### config.mk
export PLATFORM = sky130hd
export DESIGN_NAME = acc_unit
export DESIGN_NICKNAME = d
export VERILOG_FILES = /design/src/rtl/acc_pkg.sv /design/src/rtl/acc_alu.sv /design/src/rtl/acc_unit.sv
export SDC_FILE = /design/constraint.sdc
export NUM_CORES = 1
export LEC_CHECK = 0
export BUFFER_PORTS_ARGS = -buffer_cell sky130_fd_sc_hd__buf_2
export CAP_MARGIN = 20
export CORE_ASPECT_RATIO = 0.5
export CORE_MARGIN = 2
export CORE_UTILIZATION = 34
export CTS_CLUSTER_SIZE = 24
export DETAILED_ROUTE_END_ITERATION = 8
export SYNTH_ARGS = -nofsm -noshare
export SYNTH_HDL_FRONTEND = slang
export SYNTH_SLANG_ARGS = --single-unit
### constraint.sdc
create_clock -name clk -period 3.6 [get_ports clk]
set_input_delay 0.54 -clock clk [delete_from_list [all_inputs] [get_ports clk]]
set_output_delay 0.54 -clock clk [all_outputs]
set_load 0.01 [all_outputs]
### src/rtl/acc_pkg.sv
// Shared types for the accumulator unit: opcodes, sequencer FSM states and the flag bundle.
package acc_pkg;

    typedef enum logic [2:0] {
        OP_NOP  = 3'b000,
        OP_LOAD = 3'b001,
        OP_ADD  = 3'b010,
        OP_SUB  = 3'b011,
        OP_AND  = 3'b100,
        OP_OR   = 3'b101,
        OP_SHR  = 3'b110,
        OP_MUL  = 3'b111
    } op_t;

    typedef enum logic {
        ST_IDLE,
        ST_MUL_RUN
    } state_t;

    typedef struct packed {
        logic n;
        logic z;
        logic c;
        logic v;
    } flags_t;

endpackage

### src/rtl/acc_alu.sv
// Combinational single-cycle ALU for acc_unit: produces result and N/Z/C/V from acc and operand.
module acc_alu
    import acc_pkg::*;
#(
    parameter int WIDTH = 8
) (
    input  logic [WIDTH-1:0] acc_i,
    input  logic [WIDTH-1:0] opnd_i,
    input  op_t              op_i,
    output logic [WIDTH-1:0] res_o,
    output flags_t           flags_o
);

    logic [WIDTH:0] wide;

    always_comb begin
        wide      = '0;
        res_o     = acc_i;
        flags_o.c = 1'b0;
        flags_o.v = 1'b0;
        case (op_i)
            OP_LOAD: res_o = opnd_i;
            OP_ADD: begin
                wide      = {1'b0, acc_i} + {1'b0, opnd_i};
                res_o     = wide[WIDTH-1:0];
                flags_o.c = wide[WIDTH];
                flags_o.v = (acc_i[WIDTH-1] == opnd_i[WIDTH-1]) && (res_o[WIDTH-1] != acc_i[WIDTH-1]);
            end
            OP_SUB: begin
                // Top bit of the widened difference is the unsigned borrow.
                wide      = {1'b0, acc_i} - {1'b0, opnd_i};
                res_o     = wide[WIDTH-1:0];
                flags_o.c = wide[WIDTH];
                flags_o.v = (acc_i[WIDTH-1] != opnd_i[WIDTH-1]) && (res_o[WIDTH-1] != acc_i[WIDTH-1]);
            end
            OP_AND: res_o = acc_i & opnd_i;
            OP_OR:  res_o = acc_i | opnd_i;
            OP_SHR: begin
                res_o     = {1'b0, acc_i[WIDTH-1:1]};
                flags_o.c = acc_i[0];
            end
            default: res_o = acc_i;
        endcase
        flags_o.n = res_o[WIDTH-1];
        flags_o.z = (res_o == '0);
    end

endmodule

### src/rtl/acc_unit.sv
// Accumulator with extension register, source mux, single-cycle ALU ops and a
// WIDTH-cycle unsigned shift-add multiply driven by a start/busy/done handshake.
module acc_unit
    import acc_pkg::*;
#(
    parameter int WIDTH = 8,
    parameter int NSRC  = 3,
    parameter int SELW  = (NSRC > 1) ? $clog2(NSRC) : 1
) (
    input  logic                  clk,
    input  logic                  rst,
    input  logic [NSRC*WIDTH-1:0] src_i,
    input  logic [SELW-1:0]       src_sel,
    input  logic [2:0]            op,
    input  logic                  start,
    output logic                  busy,
    output logic                  done,
    output logic [WIDTH-1:0]      acc_o,
    output logic [WIDTH-1:0]      ext_o,
    output logic                  n,
    output logic                  z,
    output logic                  c,
    output logic                  v
);

    localparam int CW = (WIDTH > 2) ? $clog2(WIDTH) : 1;

    state_t            state_q, state_d;
    logic [WIDTH-1:0]  acc_q, acc_d;
    logic [WIDTH-1:0]  ext_q, ext_d;
    logic [WIDTH-1:0]  mcand_q, mcand_d;
    logic [CW-1:0]     cnt_q, cnt_d;
    flags_t            flags_q, flags_d;
    logic              done_q, done_d;

    logic [WIDTH-1:0]  operand;
    logic [WIDTH-1:0]  alu_res;
    flags_t            alu_flags;
    logic [WIDTH:0]    mul_sum;

    // Out-of-range selects fall back to bus 0.
    always_comb begin
        operand = src_i[WIDTH-1:0];
        for (int unsigned j = 0; j < NSRC; j++) begin
            if (src_sel == SELW'(j)) operand = src_i[j*WIDTH +: WIDTH];
        end
    end

    acc_alu #(.WIDTH(WIDTH)) u_alu (
        .acc_i   (acc_q),
        .opnd_i  (operand),
        .op_i    (op_t'(op)),
        .res_o   (alu_res),
        .flags_o (alu_flags)
    );

    always_comb begin
        state_d = state_q;
        acc_d   = acc_q;
        ext_d   = ext_q;
        mcand_d = mcand_q;
        cnt_d   = cnt_q;
        flags_d = flags_q;
        done_d  = 1'b0;
        mul_sum = '0;
        unique case (state_q)
            ST_IDLE: begin
                if (start) begin
                    if (op_t'(op) == OP_MUL) begin
                        state_d = ST_MUL_RUN;
                        mcand_d = operand;
                        ext_d   = '0;
                        cnt_d   = '0;
                    end else begin
                        done_d = 1'b1;
                        if (op_t'(op) != OP_NOP) begin
                            acc_d   = alu_res;
                            flags_d = alu_flags;
                        end
                    end
                end
            end
            ST_MUL_RUN: begin
                // {cy, ext} = ext + (acc[0] ? mcand : 0), then {cy, ext, acc} >> 1.
                mul_sum = {1'b0, ext_q} + (acc_q[0] ? {1'b0, mcand_q} : '0);
                ext_d   = mul_sum[WIDTH:1];
                acc_d   = {mul_sum[0], acc_q[WIDTH-1:1]};
                cnt_d   = cnt_q + CW'(1);
                if (cnt_q == CW'(WIDTH-1)) begin
                    state_d   = ST_IDLE;
                    done_d    = 1'b1;
                    flags_d.n = ext_d[WIDTH-1];
                    flags_d.z = (ext_d == '0) && (acc_d == '0);
                    flags_d.c = (ext_d != '0);
                    flags_d.v = 1'b0;
                end
            end
            default: state_d = ST_IDLE;
        endcase
    end

    always_ff @(posedge clk) begin
        if (rst) begin
            state_q <= ST_IDLE;
            acc_q   <= '0;
            ext_q   <= '0;
            mcand_q <= '0;
            cnt_q   <= '0;
            flags_q <= '{n: 1'b0, z: 1'b1, c: 1'b0, v: 1'b0};
            done_q  <= 1'b0;
        end else begin
            state_q <= state_d;
            acc_q   <= acc_d;
            ext_q   <= ext_d;
            mcand_q <= mcand_d;
            cnt_q   <= cnt_d;
            flags_q <= flags_d;
            done_q  <= done_d;
        end
    end

    assign busy  = (state_q == ST_MUL_RUN);
    assign done  = done_q;
    assign acc_o = acc_q;
    assign ext_o = ext_q;
    assign n     = flags_q.n;
    assign z     = flags_q.z;
    assign c     = flags_q.c;
    assign v     = flags_q.v;

endmodule

==> summary.md, run 1 <==
| Metric | Value |
|---|---|
| Avg Cell Area, Syn | 7.51 µm² |
| Slew @ Worst Pin | 0.857 ns |
| Tightest Hold Check Type | flip-flop to flip-flop |
| Register area share after synthesis | 20.4% |
| Post-synth ARST share | 0% |
| Post-route ant nets | 0 |
| Outcome | completed |
| Most frequent cells in the layout | buf_2, nor2_1, a21oi_1 |
| Final #Nets | 561 |
| Num CTS Buffers | 5 |
| I/O pin count | 54 |
| Number of flops mapped to enable cells by yosys | 0 |
| R2r endpoint | z |
| Overall power | 1.32 mW |
| Distinct cells, synth | 59 |
| Final hold violations | 0 |
| Final TNS setup | 0 ns |
| CP endpoint kind | flip-flop |
| Crit path kind | primary input to flip-flop |
| Vias in the first global route | 3080 |
| Via count | 3353 |
| Wire per inst | 15.6 µm |
| Rel. slew slack | 42.9% |
| Row count | 25 |
| Vias per cell | 5.44 |
| Syn Inst Count | 432 |
| Peak fanout along the critical path | 6 |
| Clock transition at the registers of the reported paths | 0.06 ns |
| Area Overhead vs Synth | 20.6% |
| Hold worst-path end | mcand_q[1] |
| Routed wl met2 | 4100 µm |
| Fillcell total | 981 |
| Die Area | 10400 µm² |
| Required @ worst endpoint | 3.78 ns |
| Warnings from Yosys | 0 |
| 1st-pass router iterations | 5 |
| Fmax | 295 MHz |
| Crit path buf inv count | 3 |
| Congestion Overflow GR | 0 |
| First-pass GRT wire length | 15500 µm |
| Initial antenna violation count | 0 |
| Hold_buf cts | 0 |
| CP max-delay cell | o31ai_2 |
| H-tree depth | 2 |
| Total GRT Usage | 18.7% |
| FF-to-FF path depth | 11 |
| RSZ-0062 raised after global routing | no |
| Die Width | 142 µm |
| CTS Root Cell | clkbuf_16 |
| FF-to-FF setup slack | 0.41 ns |
| Max incr delay on CP | 0.43 ns |
| Core area | 9350 µm² |
| Min-delay src | mcand_q[1] |
| Final setup vio count | 0 |
| Iter 0 DRT Violations | 269 |
| RR Startpoint | acc_o[0] |
| Met1 WL | 4810 µm |
| Max Cap Viol | 0 |
| Mapped Area | 3240 µm² |
| Leak | 1.79 nW |
| Syn_nets | 499 |
| Hpwl dp | 7350 µm |
| Die H | 73.1 µm |
| CP arrival | 3.57 ns |
| Layout cells sized above 1 | 20.2% |
| Most common cell after layout, fill and taps aside | buf_2 |
| Tmin final | 3.39 ns |
| Global placer's final weighted congestion | 0.921 |
| Post-route DRC | 0 |
| Largest net degree at the start of global routing | 35 |
| Delay-heaviest family, CP | compound AO/OA/AOI/OAI gates |
| Synthesized flop and latch total | 33 |
| Critical-path cell list | buf_2 -> buf_4 -> nor2b_1 -> a211oi_1 -> a21oi_2 -> inv_1 -> ha_1 -> o32ai_1 -> o221ai_1 -> o31ai_2 -> xor2_1 -> o211ai_1 -> o21ai_0 -> a31o_1 |
| Max Buffers Root-to-Sink | 2 |
| Hold depth | 2 |
| PD cells | 337 nW/µm² |
| Starting Density | 34.7% |
| Port Buffers | 53 |
| Most used DFF post-synth | dfxtp_1 |
| Total wire length | 9580 µm |
| CP Launch Type | primary input |
| Met3 WL | 591 µm |
| Final Max Tran Viols | 0 |
| Top sig layer | met4 |
| Final worst-path cycle share | 94.1% |
| Clk_skew | 0.00470 ns |
| Antenna cells | 0 |
| Clk sinks | 33 |
| Clk Latency, worst-skew pair | 0.28 ns |
| TritonCTS clock tree | built |
| Worst VDD drop | 0.228 mV |
metal layers:
metal	vias to the layer above	GRT usage, %
met2	102	30.5
met5	-	0
met1	1564	26.2
met4	0	4.89
met3	5	2.43
li1	1682	-
cell families after synthesis:
kind of cell	after synthesis	share of synthesized area, %
and+or+nand+nor	140	20.1
AOI/OAI and AO/OA	135	27.9
buffers and inverters	54	6.75
adders and majority gates	35	14.0
DFF	33	20.4
muxes	22	7.37
xor gates and xnor gates	13	3.51
metrics by stage:
step / hold slack, ns / setup WS [ns] / cell area (µm²) / cells / utilization (%)
finish: 0.479 / 0.213 / 3910 / 616 / 41.8
global route: 0.512 / 0.00620 / 3910 / 616 / 41.8
CTS: 0.485 / 0.153 / 3910 / 616 / 41.8
detailed placement: 0.472 / -0.145 / 3770 / 608 / 40.3
global placement: 0.462 / -0.120 / 3770 / 608 / 40.3
floorplan: 0.447 / 0.391 / 3240 / 432 / -
state kept, by name, indices dropped and copies added, names as in the netlist, 3 cells and up:
name	cells
acc_o	8
ext_o	8
mcand_q	8
cnt_q	3
synth_stat cells (4+ instances only):
cell / n / share of area, %
a211o_1: 5 / 1.3
a211oi_1: 11 / 2.5
a21oi_1: 39 / 6.0
a221oi_1: 4 / 1.1
a22oi_1: 9 / 2.1
a31oi_1: 6 / 1.2
and2_1: 9 / 1.7
clkbuf_1: 18 / 2.1
dfxtp_1: 33 / 20
ha_1: 33 / 13
inv_1: 28 / 3.2
mux2i_1: 16 / 4.9
nand2_1: 35 / 4.0
nand2b_1: 10 / 1.9
nand3_1: 4 / 0.62
nor2_1: 52 / 6.0
nor2b_1: 6 / 1.2
nor3_1: 7 / 1.1
nor4_1: 4 / 0.77
o21ai_0: 18 / 2.8
o22ai_1: 8 / 1.5
or4_1: 4 / 0.93
xnor2_1: 8 / 2.2
xor2_1: 5 / 1.3
worst max path at each step:
| stage | slack [ns] | end | cells past startpoint | startpoint |
|---|---|---|---|---|
| 5_1_grt | 0.006 | z | 14 | src_sel[1] |
| 4_1_cts | 0.15 | z | 14 | src_sel[1] |
| 2_1_floorplan | 0.39 | z | 14 | src_sel[1] |
| 3_3_place_gp | -0.12 | z | 14 | src_sel[1] |
| 6_report | 0.21 | z | 14 | src_sel[1] |
| 3_5_place_dp | -0.15 | z | 14 | src_sel[1] |
timing repair:
item,CTS,global route
buffers inserted,0,0
gates resized for setup,0,2
setup endpoints to repair,0,3
worst register-to-register path, cell delays in order, from the launching register on:
cell and delay [ns]:
dfxtp_1 0.37, and2_1 0.17, ha_1 0.21, fa_1 0.40, a21o_1 0.19, a211o_1 0.29, a21oi_1 0.20, o21ai_0 0.23
or4_1 0.62, nor4_1 0.21, a211o_1 0.16, a31o_1 0.09
power by group:
group	switching [mW]	total, mW	internal [mW]
combinational	0.275	0.489	0.214
clock	0.165	0.418	0.253
sequential	0.0278	0.410	0.382
total	0.468	1.32	0.849
cell type report:
cell class	instances	area (µm²)	area share (%)
inverter	29	109	2.78
clock buffer	5	125	3.20
tap	121	151	3.87
sequential	33	661	16.9
multi-input combinational	345	2370	60.5
timing repair buffer	80	480	12.3
clock inverter	3	17.5	0.448
Power figures use the tool's default switching activity.
==> run 2, diff against run 1 <==
CELL_PAD_IN_SITES_DETAIL_PLACEMENT = 0   (was not set)
CELL_PAD_IN_SITES_GLOBAL_PLACEMENT = 1   (was not set)
PLACE_DENSITY_LB_ADDON = 0.1   (was not set)
==> run 2 against run 1 <==
  * Combinational power up 3%
  * Clock power about the same
  * First-iteration DRC count down 20%
  * Critical path depth unchanged
  * Sequential share of layout area down 0.091 points
  * Worst hold slack better by 0.0018 ns
  * Register-to-register slack better by 0.05 ns
  * Via count down 1.2%
  * Fmax down 0.84%
  * Count of clock-buffer cells in the layout unchanged
  * Global-route usage up 1.1 points
  * Routed wire length up 6.2%
==> summary.md, run 2 (same netlist as run 1, synthesis figures left out) <==
| Metric | Value |
|---|---|
| Congestion Overflow GR | 0 (unchanged) |
| Critical-path cell list | buf_2 -> mux2i_1 -> mux2_2 -> inv_1 -> ha_1 -> inv_1 -> fa_1 -> xor2_1 -> a211oi_1 -> a211oi_1 -> o22ai_1 -> or4_1 -> nor4_1 -> a31o_1 (was buf_2 -> buf_4 -> nor2b_1 -> a211oi_1 -> a21oi_2 -> inv_1 -> ha_1 -> o32ai_1 -> o221ai_1 -> o31ai_2 -> xor2_1 -> o211ai_1 -> o21ai_0 -> a31o_1) |
| Most common cell after layout, fill and taps aside | buf_2 (unchanged) |
| Final TNS setup | 0 ns (unchanged) |
| Clock transition at the registers of the reported paths | 0.06 ns (about the same) |
| Final instance area | 3930 µm² (was 3910 µm²) |
| Fin Hold WS | 0.481 ns (was 0.479 ns) |
| Final hold violations | 0 (unchanged) |
| Port Buffers | 53 (unchanged) |
| CP Launch Type | primary input (unchanged) |
| Starting Density | 34.7% (unchanged) |
| Wire per inst | 16.4 µm (was 15.6 µm) |
| Tightest Hold Check Type | flip-flop to flip-flop (unchanged) |
| I/O pin count | 54 (unchanged) |
| GR Layer Usage met2 | 30.1% (was 30.5%) |
| Antenna cells | 0 (unchanged) |
| Required @ worst endpoint | 3.82 ns (was 3.78 ns) |
| GRT busiest layer | met2 (unchanged) |
| Rel. slew slack | 41.4% (was 42.9%) |
| Setup Buffers After CTS | 0 (unchanged) |
| Vias in the first global route | 3120 (was 3080) |
| 1st-pass router iterations | 4 (was 5) |
| Peak fanout along the critical path | 5 (was 6) |
| CP max-delay cell | or4_1 (was o31ai_2) |
| Final #Nets | 566 (was 561) |
| Vias per cell | 5.33 (was 5.44) |
| Placed Area | 3790 µm² (was 3770 µm²) |
| Total GRT Usage | 19.8% (was 18.7%) |
| Inst Count DP | 613 (was 608) |
| Core area | 9350 µm² (unchanged) |
| First-pass GRT wire length | 16200 µm (was 15500 µm) |
| Via count | 3312 (was 3353) |
| CP endpoint kind | flip-flop (unchanged) |
| Global placer's final weighted congestion | 0.874 (was 0.921) |
| CTS Root Cell | clkbuf_16 (unchanged) |
| Clk Latency, worst-skew pair | 0.28 ns (about the same) |
| Worst VDD drop | 0.168 mV (was 0.228 mV) |
| # resized after CTS | 0 (unchanged) |
| Tmin final | 3.42 ns (was 3.39 ns) |
| Final worst-path cycle share | 94.9% (was 94.1%) |
| Most frequent cells in the layout | buf_2, nor2_1, a21oi_1 (unchanged) |
| Post-route ant nets | 0 (unchanged) |
| Clk sinks | 33 (unchanged) |
| Slew @ Worst Pin | 0.879 ns (was 0.857 ns) |
| Layout cells sized above 1 | 20.6% (was 20.2%) |
| Total wire length | 10200 µm (was 9580 µm) |
| Die Area | 10400 µm² (unchanged) |
| GRT met1 Usage | 30.1% (was 26.2%) |
| Hpwl dp | 7790 µm (was 7350 µm) |
| Fmax | 293 MHz (was 295 MHz) |
| Area Overhead vs Synth | 21.2% (was 20.6%) |
| CP arrival | 3.64 ns (was 3.57 ns) |
| Num CTS Buffers | 5 (unchanged) |
| Leak | 1.81 nW (was 1.79 nW) |
| Die H | 73.1 µm (unchanged) |
| Iter 0 DRT Violations | 214 (was 269) |
| Crit path kind | primary input to flip-flop (unchanged) |
| Fillcell total | 986 (was 981) |
| PD cells | 339 nW/µm² (was 337 nW/µm²) |
| Post-route DRC | 0 (unchanged) |
| Outcome | completed (unchanged) |
| Global routing usage on met3 | 2.43% (unchanged) |
| Hold_buf cts | 0 (unchanged) |
| Final setup vio count | 0 (unchanged) |
| Die Width | 142 µm (unchanged) |
| Row count | 25 (unchanged) |
| TritonCTS clock tree | built (unchanged) |
| RSZ-0062 raised after global routing | no (unchanged) |
| Max Cap Viol | 0 (unchanged) |
| Max incr delay on CP | 0.54 ns (was 0.43 ns) |
| H-tree depth | 2 (unchanged) |
| Non-filler instance count after layout | 621 (was 616) |
| Clk_skew | 0.00436 ns (was 0.00470 ns) |
| Max Buffers Root-to-Sink | 2 (unchanged) |
| Largest net degree at the start of global routing | 35 (unchanged) |
| Final Max Tran Viols | 0 (unchanged) |
| Initial antenna violation count | 0 (unchanged) |
run 2: final timing paths:
path,slack (ns),cells past startpoint,start,end
worst max-delay path,0.18,14,src_sel[1],z
worst min-delay path,0.48,2,mcand_q[4],mcand_q[4]
worst max register to register,0.46,11,acc_o[0],z
worst min register to register,0.48,2,mcand_q[4],mcand_q[4]
run 2: layer usage:
layer  routed length, µm  up-vias
met4                  42        0
li1                    -     1697
met5                   0        -
met1                5550     1515
met2                4020       96
met3                 563        4
run 2: final cells by class:
| class | instances | area (µm²) | share of cell area, % |
|---|---|---|---|
| inverters | 29 | 109 | 2.77 |
| flip-flops and latches | 33 | 661 | 16.8 |
| clock buffers | 5 | 125 | 3.18 |
| multi-input cells | 345 | 2360 | 60.1 |
| clock inverters | 3 | 17.5 | 0.445 |
| well taps | 121 | 151 | 3.85 |
| repair buffers | 85 | 505 | 12.8 |
run 2: through the flow:
step	setup slack, ns	total power [mW]	util, %
3_3_place_gp	-0.0789	0.921	40.5
6_report	0.184	1.33	42.1
2_1_floorplan	0.391	0.729	-
5_1_grt	0.0115	1.42	42.1
4_1_cts	0.236	1.34	42.1
3_5_place_dp	-0.0282	0.913	40.5
run 2: critical path, delay by kind of cell:
kind	cells	cell delay [ns]
mux	2	0.42
fa+ha+maj	2	0.63
xor+xnor	1	0.18
buf+inv	3	0.31
compound gates	4	0.67
simple gates	2	0.89
run 2: report_power, final:
part	internal, mW	switching (mW)
combinational	0.224	0.279
sequential	0.382	0.0274
clock	0.254	0.167
